[src/rtl/program_loader.sv]
// program_loader: receives a byte-serial boot image, writes its words into core0 RAM,
// and holds core0 in reset until the image checksum verifies.
module program_loader #(
    parameter logic [31:0] BASE_ADDR = 32'h0,
    parameter int unsigned MAX_WORDS = 1024
) (
    input  logic        sclk,
    input  logic        reset,
    input  logic        rx_valid,
    input  logic [7:0]  rx_byte,
    output logic        rx_ready,
    output logic        load,
    output logic [31:0] loadAddress,
    output logic [31:0] loadInstruction,
    output logic        core_reset,
    output logic        done,
    output logic [1:0]  error
);
    localparam logic [2:0] IDLE   = 3'd0;
    localparam logic [2:0] LEN_HI = 3'd1;
    localparam logic [2:0] LEN_LO = 3'd2;
    localparam logic [2:0] DATA   = 3'd3;
    localparam logic [2:0] WRITE  = 3'd4;
    localparam logic [2:0] CSUM   = 3'd5;
    localparam logic [2:0] RUN    = 3'd6;
    localparam logic [2:0] ERR    = 3'd7;

    logic [2:0]  state, nstate;
    logic [7:0]  len_hi, csum;
    logic [15:0] len, widx;
    logic [1:0]  bidx;
    logic [23:0] word;
    logic        accept, len_bad, last_word;
    logic [15:0] len_in;
    logic [31:0] word_in;

    assign accept    = rx_valid && rx_ready;
    assign len_in    = {len_hi, rx_byte};
    assign len_bad   = 32'(len_in) > MAX_WORDS;
    assign word_in   = {word, rx_byte};
    assign last_word = 16'(widx + 16'd1) == len;

    always_comb begin
        nstate = state;
        case (state)
            IDLE:    nstate = (accept && rx_byte == 8'hA5) ? LEN_HI : IDLE;
            LEN_HI:  nstate = accept ? LEN_LO : LEN_HI;
            LEN_LO:  nstate = !accept ? LEN_LO : len_bad ? ERR : (len_in == 16'd0) ? CSUM : DATA;
            DATA:    nstate = (accept && bidx == 2'd3) ? WRITE : DATA;
            WRITE:   nstate = last_word ? CSUM : DATA;
            CSUM:    nstate = !accept ? CSUM : (rx_byte == csum) ? RUN : ERR;
            default: nstate = state;
        endcase
    end

    // Outputs are registered from the next state so they line up with the state they describe.
    always_ff @(posedge sclk) begin
        if (reset) begin
            state           <= IDLE;
            rx_ready        <= 1'b0;
            load            <= 1'b0;
            loadAddress     <= 32'h0;
            loadInstruction <= 32'h0;
            core_reset      <= 1'b1;
            done            <= 1'b0;
            error           <= 2'b00;
            len_hi          <= 8'h0;
            len             <= 16'h0;
            widx            <= 16'h0;
            bidx            <= 2'd0;
            word            <= 24'h0;
            csum            <= 8'h0;
        end else begin
            state      <= nstate;
            rx_ready   <= nstate inside {IDLE, LEN_HI, LEN_LO, DATA, CSUM};
            load       <= nstate == WRITE;
            done       <= nstate == RUN;
            core_reset <= nstate != RUN;
            if (state == DATA && nstate == WRITE) begin
                loadAddress     <= BASE_ADDR + {14'b0, widx, 2'b00};
                loadInstruction <= word_in;
            end
            if (accept)
                csum <= (state == IDLE) ? 8'h0 : csum ^ rx_byte;
            if (accept && state == LEN_HI)
                len_hi <= rx_byte;
            if (accept && state == LEN_LO) begin
                len  <= len_in;
                widx <= 16'h0;
                bidx <= 2'd0;
                if (len_bad)
                    error <= 2'b01;
            end
            if (accept && state == DATA) begin
                word <= word_in[23:0];
                bidx <= bidx + 2'd1;
            end
            if (state == WRITE)
                widx <= widx + 16'd1;
            if (accept && state == CSUM && rx_byte != csum)
                error <= 2'b10;
        end
    end
endmodule

[config.mk]
export PLATFORM = sky130hd
export DESIGN_NAME = program_loader
export DESIGN_NICKNAME = d
export VERILOG_FILES = /design/src/rtl/program_loader.sv
export SDC_FILE = /design/constraint.sdc
export NUM_CORES = 1
export LEC_CHECK = 0
export ABC_AREA = 0
export CAP_MARGIN = 25
export CORE_ASPECT_RATIO = 0.5
export CORE_MARGIN = 10
export CORE_UTILIZATION = 30
export DETAILED_ROUTE_END_ITERATION = 6
export SLEW_MARGIN = 30
export SYNTH_ARGS = -nofsm -noshare
export SYNTH_HDL_FRONTEND = slang
export SYNTH_SLANG_ARGS = --single-unit
export TNS_END_PERCENT = 5
[constraint.sdc]
create_clock -name sclk -period 3.3 [get_ports sclk]
set_clock_uncertainty 0.1 [all_clocks]
set_input_delay 0.66 -clock sclk [delete_from_list [all_inputs] [get_ports sclk]]
set_output_delay 0.66 -clock sclk [all_outputs]
set_load 0.01 [all_outputs]
# Word-level counts from Yosys, hierarchy flattened
# Index checks and enable logic that the tools add are counted.
# W data, S select, Z words.
# totals
input_bits	11
ff_bits	131
elab_cells	74
out_inout_bits	70
# op_classes
bitwise	1
order_cmp	1
addsub	2
reduce_logical	20
eq_ne	17
mux	18
# op_table
cell	count
$mux W16	2
$pmux W3 S6	1
$add A16 B1 Y16 const B	1
$eq A16 B16 Y1	1
$gt A16 B11 Y1 const B	1
$logic_not A16 Y1	1
$eq A3 B3 Y1 const B	5
$mux W3	5
$mux W2	7
$eq A3 B2 Y1 const B	4
$logic_and A1 B1 Y1	9
$eq A8 B8 Y1	1
$eq A8 B8 Y1 const B	1
$mux W8	1
$ne A8 B8 Y1	1
$reduce_bool A2 Y1	4
$xor A8 B8 Y8	1
$eq A3 B1 Y1 const B	2
$logic_not A3 Y1	2
$reduce_bool A5 Y1	1
$reduce_and A2 Y1	2
$ne A3 B3 Y1 const B	1
$add A2 B1 Y2 const B	1
$eq A2 B2 Y1 const B	1
2 further kinds	3

# Longest topological paths before layout
# Gate-level depths: netlist of run 1.
# depth
depth_word	7
ltp_mapped	10
mapped_depth_nobuf	8

# Worst setup path before layout of run 1
# Ideal clock, no wire load.
# synth_path
kind	input port to flip-flop
startpoint	input port rx_byte[1]
endpoint	register core_reset
n_path_buf	1
path_stages	8
required_time_ns	3.066
arrival_ns	2.368
slack_ns	0.698
setup_time_ns	0.134
cell_sequence	buf_2 > nor4_2 > nand3_1 > nor4_2 > a31oi_1 > o311ai_2 > nor2_1 > or4b_1
# synth_via
elab_chain_len	6
word_cells_on_any_way	13
classes_between	order compare: 1; eq/ne: 3; mux: 7; reduce/logical: 2
# synth_lines
element	line	text
from (decl)	10	input logic [7:0] rx_byte,
parallel branches: the longest is 4 deep, another holds $gt A16 B11 Y1	--	
$pmux W3 S6 (*)	45	case (state)
$ne A3 B3 Y1 (*)	78	core_reset <= nstate != RUN;
to (signal assigned)	64	core_reset <= 1'b1;
to (signal assigned)	78	
to (decl)	15	output logic core_reset,
# Every way passes the cells marked *.
# A chain may end at the register's enable or synchronous reset.

# Worst setup path after layout of run 1
# Same ends and word-level chain as after synthesis.

==> key figures, run 1 <==
STA
  – Worst hold slack: 0.353 ns
  – Final WS setup: 0.606 ns
  – Max_slew headroom: 0.539
  – RSZ-0062 raised after global routing: no
  – Fmax: 0.371 GHz
  – Setup tns final: 0 ns
  – Final Critical Period: 2.69 ns
  – Max Slew Vio Count: 0
  – Worst-Margin Slew: 0.692 ns
  – Final setup fails: 0
  – Crit share post-route: 0.816
  – Fin. Hold Viols: 0

Floorplan
  – DIE HEIGHT: 118 um
  – Initial core utilization: 0.309
  – # IOs: 81
  – Die area: 25400 um^2
  – Die Wd: 216 um
  – Core area: 18600 um^2
  – Row cnt: 35

Synthesis
  – Prevailing post-synth register cell: dfxtp_1
  – Gate count of the mapped netlist: 742
  – Async S/R FF share, synth: 0
  – Synth Register Bits: 131
  – Synth top area share: 0.456
  – Mapped cell area: 5750 um^2
  – Yosys top cell by area: dfxtp_1
  – Synth top area cells: dfxtp_1, nand2_1, a21oi_1
  – Mapped Avg Cell Area: 7.75 um^2
  – Yosys warning count: 0
  – Post-synth EDFFs: 0
  – Library cells used by synthesis: 50
  – Sequential area share after synthesis: 0.456

Critical path
  – Reg2Reg Setup Slack: 0.78 ns
  – Crit path max-delay family: simple AND/OR/NAND/NOR gates
  – WS Path Type: input pin to flip-flop
  – Reg-to-reg endpoint: load$_SDFF_PP0_
  – WP data required: 3.49 ns
  – Critical Path Slowest Stage Cell: or4b_1
  – Crit Path Max Fanout: 3
  – Crit path DAT: 2.88 ns
  – Most frequent CP cell: nor4_2
  – Worst R2R Path Depth: 7
  – R2r startpoint: widx[0]$_SDFFE_PP0P_
  – Largest stage delay, worst path: 0.48 ns
  – CP endpoint kind: flip-flop
  – CP Cell Sequence: clkdlybuf4s50_1, nor4_2, nand3_1, nor4_2, a31oi_1, o311ai_2, nor2_1, or4b_1
  – Startpoint types: input pin
  – Worst path buffer plus inverter count: 1

Route
  – DR DRC count: 0
  – Routed via count: 5087
  – WL/cell: 14.7 um
  – Drt initial violations: 369
  – Routed WL: 15600 um
  – Routed vias/inst: 4.82
  – First-pass DRT Iterations: 4
  – Routed Antenna Nets: 0

Finish
  – P&R area growth vs syn: 23.8%
  – Register area: 2620 um^2
  – Share of layout cells above drive strength 1: 0.0778
  – Layout Utilization: 0.383
  – # diodes: 0
  – Layout Cells excl Fill: 1056
  – Filler cell count: 1905
  – Nets: 797
  – Multi-input gate area: 2820 um^2

Global route
  – Largest net degree at the start of global routing: 70
  – First-pass GRT wire length: 25900 um
  – Initial antenna violation count: 0
  – GRT overflow: 0
  – Total GRT Usage: 0.123
  – Vias in the first global route: 4899

Clocking
  – Clock transition at the registers of the reported paths: 0.06 ns
  – CTS Root Cell: clkbuf_16
  – Clock buffer depth: 2
  – Worst skew pair latency: 0.42 ns
  – H-tree depth: 4
  – Clock sinks: 131
  – Setup bufs post-CTS: 0
  – CTS tree: built
  – CTS Buf Count: 17
  – Post-CTS Resized: 0
  – CTS Hold Buffers Added: 0

Pwr
  – Max IR drop VDD: 0.325 mV
  – Leak: 2.33 nW
  – P per Cell Area: 487 nW/um^2

Min path
  – Min-Delay Endpoint: loadInstruction[26]$_SDFFE_PP0P_
  – Hold_sp: loadInstruction[26]$_SDFFE_PP0P_
  – Type of the tightest min-delay check: flip-flop to flip-flop
  – Hold path depth: 2

Job
  – Max Cap Viol: 0

Placed design
  – Dpl ws: 0.205 ns
  – Placed cells: 1024
  – Hpwl dp: 10500 um
  – GP Congestion: 0.853
  – Buffers on Ports: 64

Run status
  – Status: complete, no violations
[cell usage after synthesis, types with 9 or more instances]
| library cell | instances |
|---|---|
| a21oi_1 | 116 |
| buf_2 | 11 |
| buf_4 | 16 |
| clkbuf_1 | 49 |
| dfxtp_1 | 131 |
| mux2i_1 | 9 |
| nand2_1 | 201 |
| nand3_1 | 10 |
| nand3b_1 | 9 |
| nor2_1 | 48 |
| nor4_1 | 11 |
| o21ai_0 | 21 |
| xnor2_1 | 22 |
[tightest hold or removal path: stages, from the launching register on]
cell and delay [ns]:
dfxtp_1 0.31, nand2_1 0.05, a21oi_1 0.05
[cells in the final DEF (no fill, tap or decap), drive strengths merged, types with 2 or more instances in the layout]
cell             n
and2             3
nand3           11
nand2b           6
nand4            8
or3              5
nor2            48
xor2             7
a21oi          116
xnor2           22
nor4            13
a311oi           3
ha               2
or2              2
mux2i            9
and3             3
a31oi            4
dfxtp          131
nand4b           2
a22oi            3
inv             11
a211oi           3
clkdlybuf4s50   63
nand2          201
conb            16
clkinv           4
nor3             8
a21o             2
o21ai           22
nand3b           9
nor2b            3
buf             21
and4             4
clkbuf          17
o22ai            2
[stage by stage]
| step | cell area [um^2] | power (W) |
|---|---|---|
| 2_1_floorplan | 5810 | 0.00168 |
| 3_3_place_gp | 6560 | 0.00170 |
| 3_5_place_dp | 6560 | 0.00170 |
| 4_1_cts | 7120 | 0.00351 |
| 5_1_grt | 7120 | 0.00359 |
| 6_report | 7120 | 0.00347 |
[sequential cells by signal, indices dropped and copies added (netlist names), 2 cells and up]
register and flops:
loadInstruction 32, word 24, len 16, loadAddress 16
widx 16, csum 8, len_hi 8, state 3
bidx 2, error 2
[layout make-up]
type / instances / share of cell area
inverters: 1 / 0.000527
clock buffers: 17 / 0.0597
repair buffers: 84 / 0.111
multi-input cells: 549 / 0.396
flip-flops and latches: 131 / 0.368
clock inverters: 15 / 0.0191
well taps: 259 / 0.0455
[report_power, final]
group	switching [W]	internal (W)
logic	0.0000610	0.0000271
registers	0.000000965	0.00158
clock network	0.000803	0.000996
total	0.000865	0.00260
[kinds of logic (layout without fill, tap and decap cells)]
kind of cell,Yosys count,after routing,share of synthesized area
AO/OA/AOI/OAI,162,162,0.156
XOR/XNOR,29,29,0.0442
adder cells (fa/ha/maj),2,2,0.00435
buffers and inverters,77,117,0.0631
flip-flops,131,131,0.456
multiplexers,9,9,0.0157
other,1,16,0.000652
AND/OR/NAND/NOR,331,331,0.261
[worst max-delay path by stage]
stage	start	endpoint	cells past startpoint
floorplan	rx_byte[1]	core_reset$_SDFF_PP1_	8
global placement	rx_byte[1]	core_reset$_SDFF_PP1_	8
detailed placement	rx_byte[1]	core_reset$_SDFF_PP1_	8
CTS	rx_byte[1]	core_reset$_SDFF_PP1_	8
global route	rx_byte[1]	core_reset$_SDFF_PP1_	8
finish	rx_byte[1]	core_reset$_SDFF_PP1_	8
[per-layer routing]
layer,up-vias,global-route usage,wire (um)
li1,2567,-,-
met1,2414,0.158,7570
met2,90,0.190,7010
met3,16,0.0382,770
met4,0,0.0394,208
met5,-,0,0
Power figures use the tool's default switching activity.
==> inputs of run 2 (changes only) <==
- clock period: 3.3 -> 2.2 ns (I/O delays scaled with it)
==> run 2 against run 1 <==
Effect of this change:
- critical path depth down 1
- combinational power up 57%
- sequential cell count unchanged
- largest power group unchanged
- highest routed layer unchanged
==> key figures, run 2 (synthesized netlist as in run 1, its figures left out) <==
Critical path
  – CP endpoint kind: flip-flop
  – Most frequent CP cell: nand4_1
  – Worst path buffer plus inverter count: 0
  – Crit path max-delay family: simple AND/OR/NAND/NOR gates
  – Startpoint types: flip-flop
  – Critical Path Slowest Stage Cell: or4_4
  – Crit path DAT: 2.40 ns
  – WS Path Type: flip-flop to flip-flop
  – Largest stage delay, worst path: 0.56 ns
  – CP Cell Sequence: nand4_1, or4_4, nand2b_4, a32oi_2, nand4_1, o21ai_2, and4bb_1
  – WP data required: 2.46 ns
  – Crit Path Max Fanout: 4

STA
  – Fmax: 0.469 GHz
  – Max Slew Vio Count: 0
  – Fin. Hold Viols: 0
  – Final Critical Period: 2.13 ns
  – Worst hold slack: 0.228 ns
  – Worst-Margin Slew: 0.508 ns
  – Final WS setup: 0.0677 ns
  – Final setup fails: 0
  – Crit share post-route: 0.969
  – Max_slew headroom: 0.662

Route
  – WL/cell: 14.7 um
  – Routed Antenna Nets: 0
  – Routed WL: 16300 um
  – First-pass DRT Iterations: 5
  – DR DRC count: 0
  – Routed via count: 5307
  – Routed vias/inst: 4.79
  – Drt initial violations: 376

Finish
  – Nets: 850
  – Layout Utilization: 0.413
  – # diodes: 0
  – Number of flip-flops under the largest register name: 32
  – Filler cell count: 1844
  – Share of layout cells above drive strength 1: 0.162
  – Most common cell after layout, fill and taps aside: nand2_1
  – Most frequent cells in the layout: nand2_1, dfxtp_1, a21oi_1
  – Largest Register: loadInstruction
  – Multi-input gate area: 2940 um^2
  – P&R area growth vs syn: 33.8%
  – Final Cell Area: 7690 um^2
  – Register area: 2630 um^2
  – Largest regs: loadInstruction: 32 flops, word: 24 flops

Global route
  – First-pass GRT wire length: 27000 um
  – Initial antenna violation count: 0
  – Largest net degree at the start of global routing: 98
  – Vias in the first global route: 5219
  – GRT overflow: 0
  – Total GRT Usage: 0.128

Job
  – Max Cap Viol: 0

Floorplan
  – Die Wd: 216 um
  – # IOs: 81
  – Initial core utilization: 0.309
  – Row cnt: 35
  – Die area: 25400 um^2
  – DIE HEIGHT: 118 um
  – Core area: 18600 um^2

Run status
  – Status: complete, no violations

Clocking
  – Clock sinks: 131
  – Clock transition at the registers of the reported paths: 0.06 ns
  – Clock buffer depth: 2
  – H-tree depth: 4
  – CTS Root Cell: clkbuf_16
  – CTS Buf Count: 17
  – Worst skew pair latency: 0.42 ns
  – CTS tree: built

Placed design
  – GP Congestion: 0.875
  – Dpl ws: -0.644 ns
  – DP Area: 7010 um^2
  – Buffers on Ports: 64
  – Hpwl dp: 11600 um

Pwr
  – Pwr Total: 0.00526 W
  – Max IR drop VDD: 0.613 mV
  – P per Cell Area: 683 nW/um^2
  – Leak: 2.65 nW

Min path
  – Type of the tightest min-delay check: input pin to flip-flop
run 2: worst paths after layout:
kind | startpoint | to | slack, ns | cells after the start
setup / recovery | widx[0]$_SDFFE_PP0P_ | load$_SDFF_PP0_ | 0.07 | 7
hold reg to reg | loadInstruction[18]$_SDFFE_PP0P_ | loadInstruction[18]$_SDFFE_PP0P_ | 0.35 | 2
setup reg to reg | widx[0]$_SDFFE_PP0P_ | load$_SDFF_PP0_ | 0.07 | 7
hold / removal | reset | len[12]$_SDFFE_PP0P_ | 0.23 | 2
run 2: area by class of cell:
cell class              count  area share
clock buffers              17      0.0553
clock inverters            15      0.0197
inverters                   1    0.000488
multi-input cells         549       0.381
flip-flops and latches    131       0.342
well taps                 259      0.0421
repair buffers            137       0.159
run 2: report_power, final:
group	switching, W	total, W	internal, W
registers	0.00000150	0.00237	0.00237
logic	0.0000957	0.000138	0.0000422
clock network	0.00123	0.00275	0.00151
run 2: routing by layer:
layer	GRT usage	wire length (um)	up-vias
met5	0	0	-
li1	-	-	2671
met1	0.165	7800	2518
met4	0.0450	226	0
met2	0.201	7550	97
met3	0.0328	710	21
run 2: stage by stage:
step,TNS (ns),cells
2_1_floorplan,-0.102,757
3_3_place_gp,-12.77,1074
3_5_place_dp,-14.07,1074
4_1_cts,0,1108
5_1_grt,-0.0665,1109
6_report,0,1109
run 2: what timing repair did:
action,in CTS,in global routing
setup endpoints to repair,5,5
gates resized for setup,34,16
endpoints found under the hold margin,0,0
hold buffers,0,0
setup buffers,2,1
pin swaps,12,7
cloned,0,0
==> inputs of run 3 (changes only) <==
- CAP_MARGIN: 25 -> unset
==> results of run 3 <==
Final layout, timing and power as in run 2 (identical DEF).
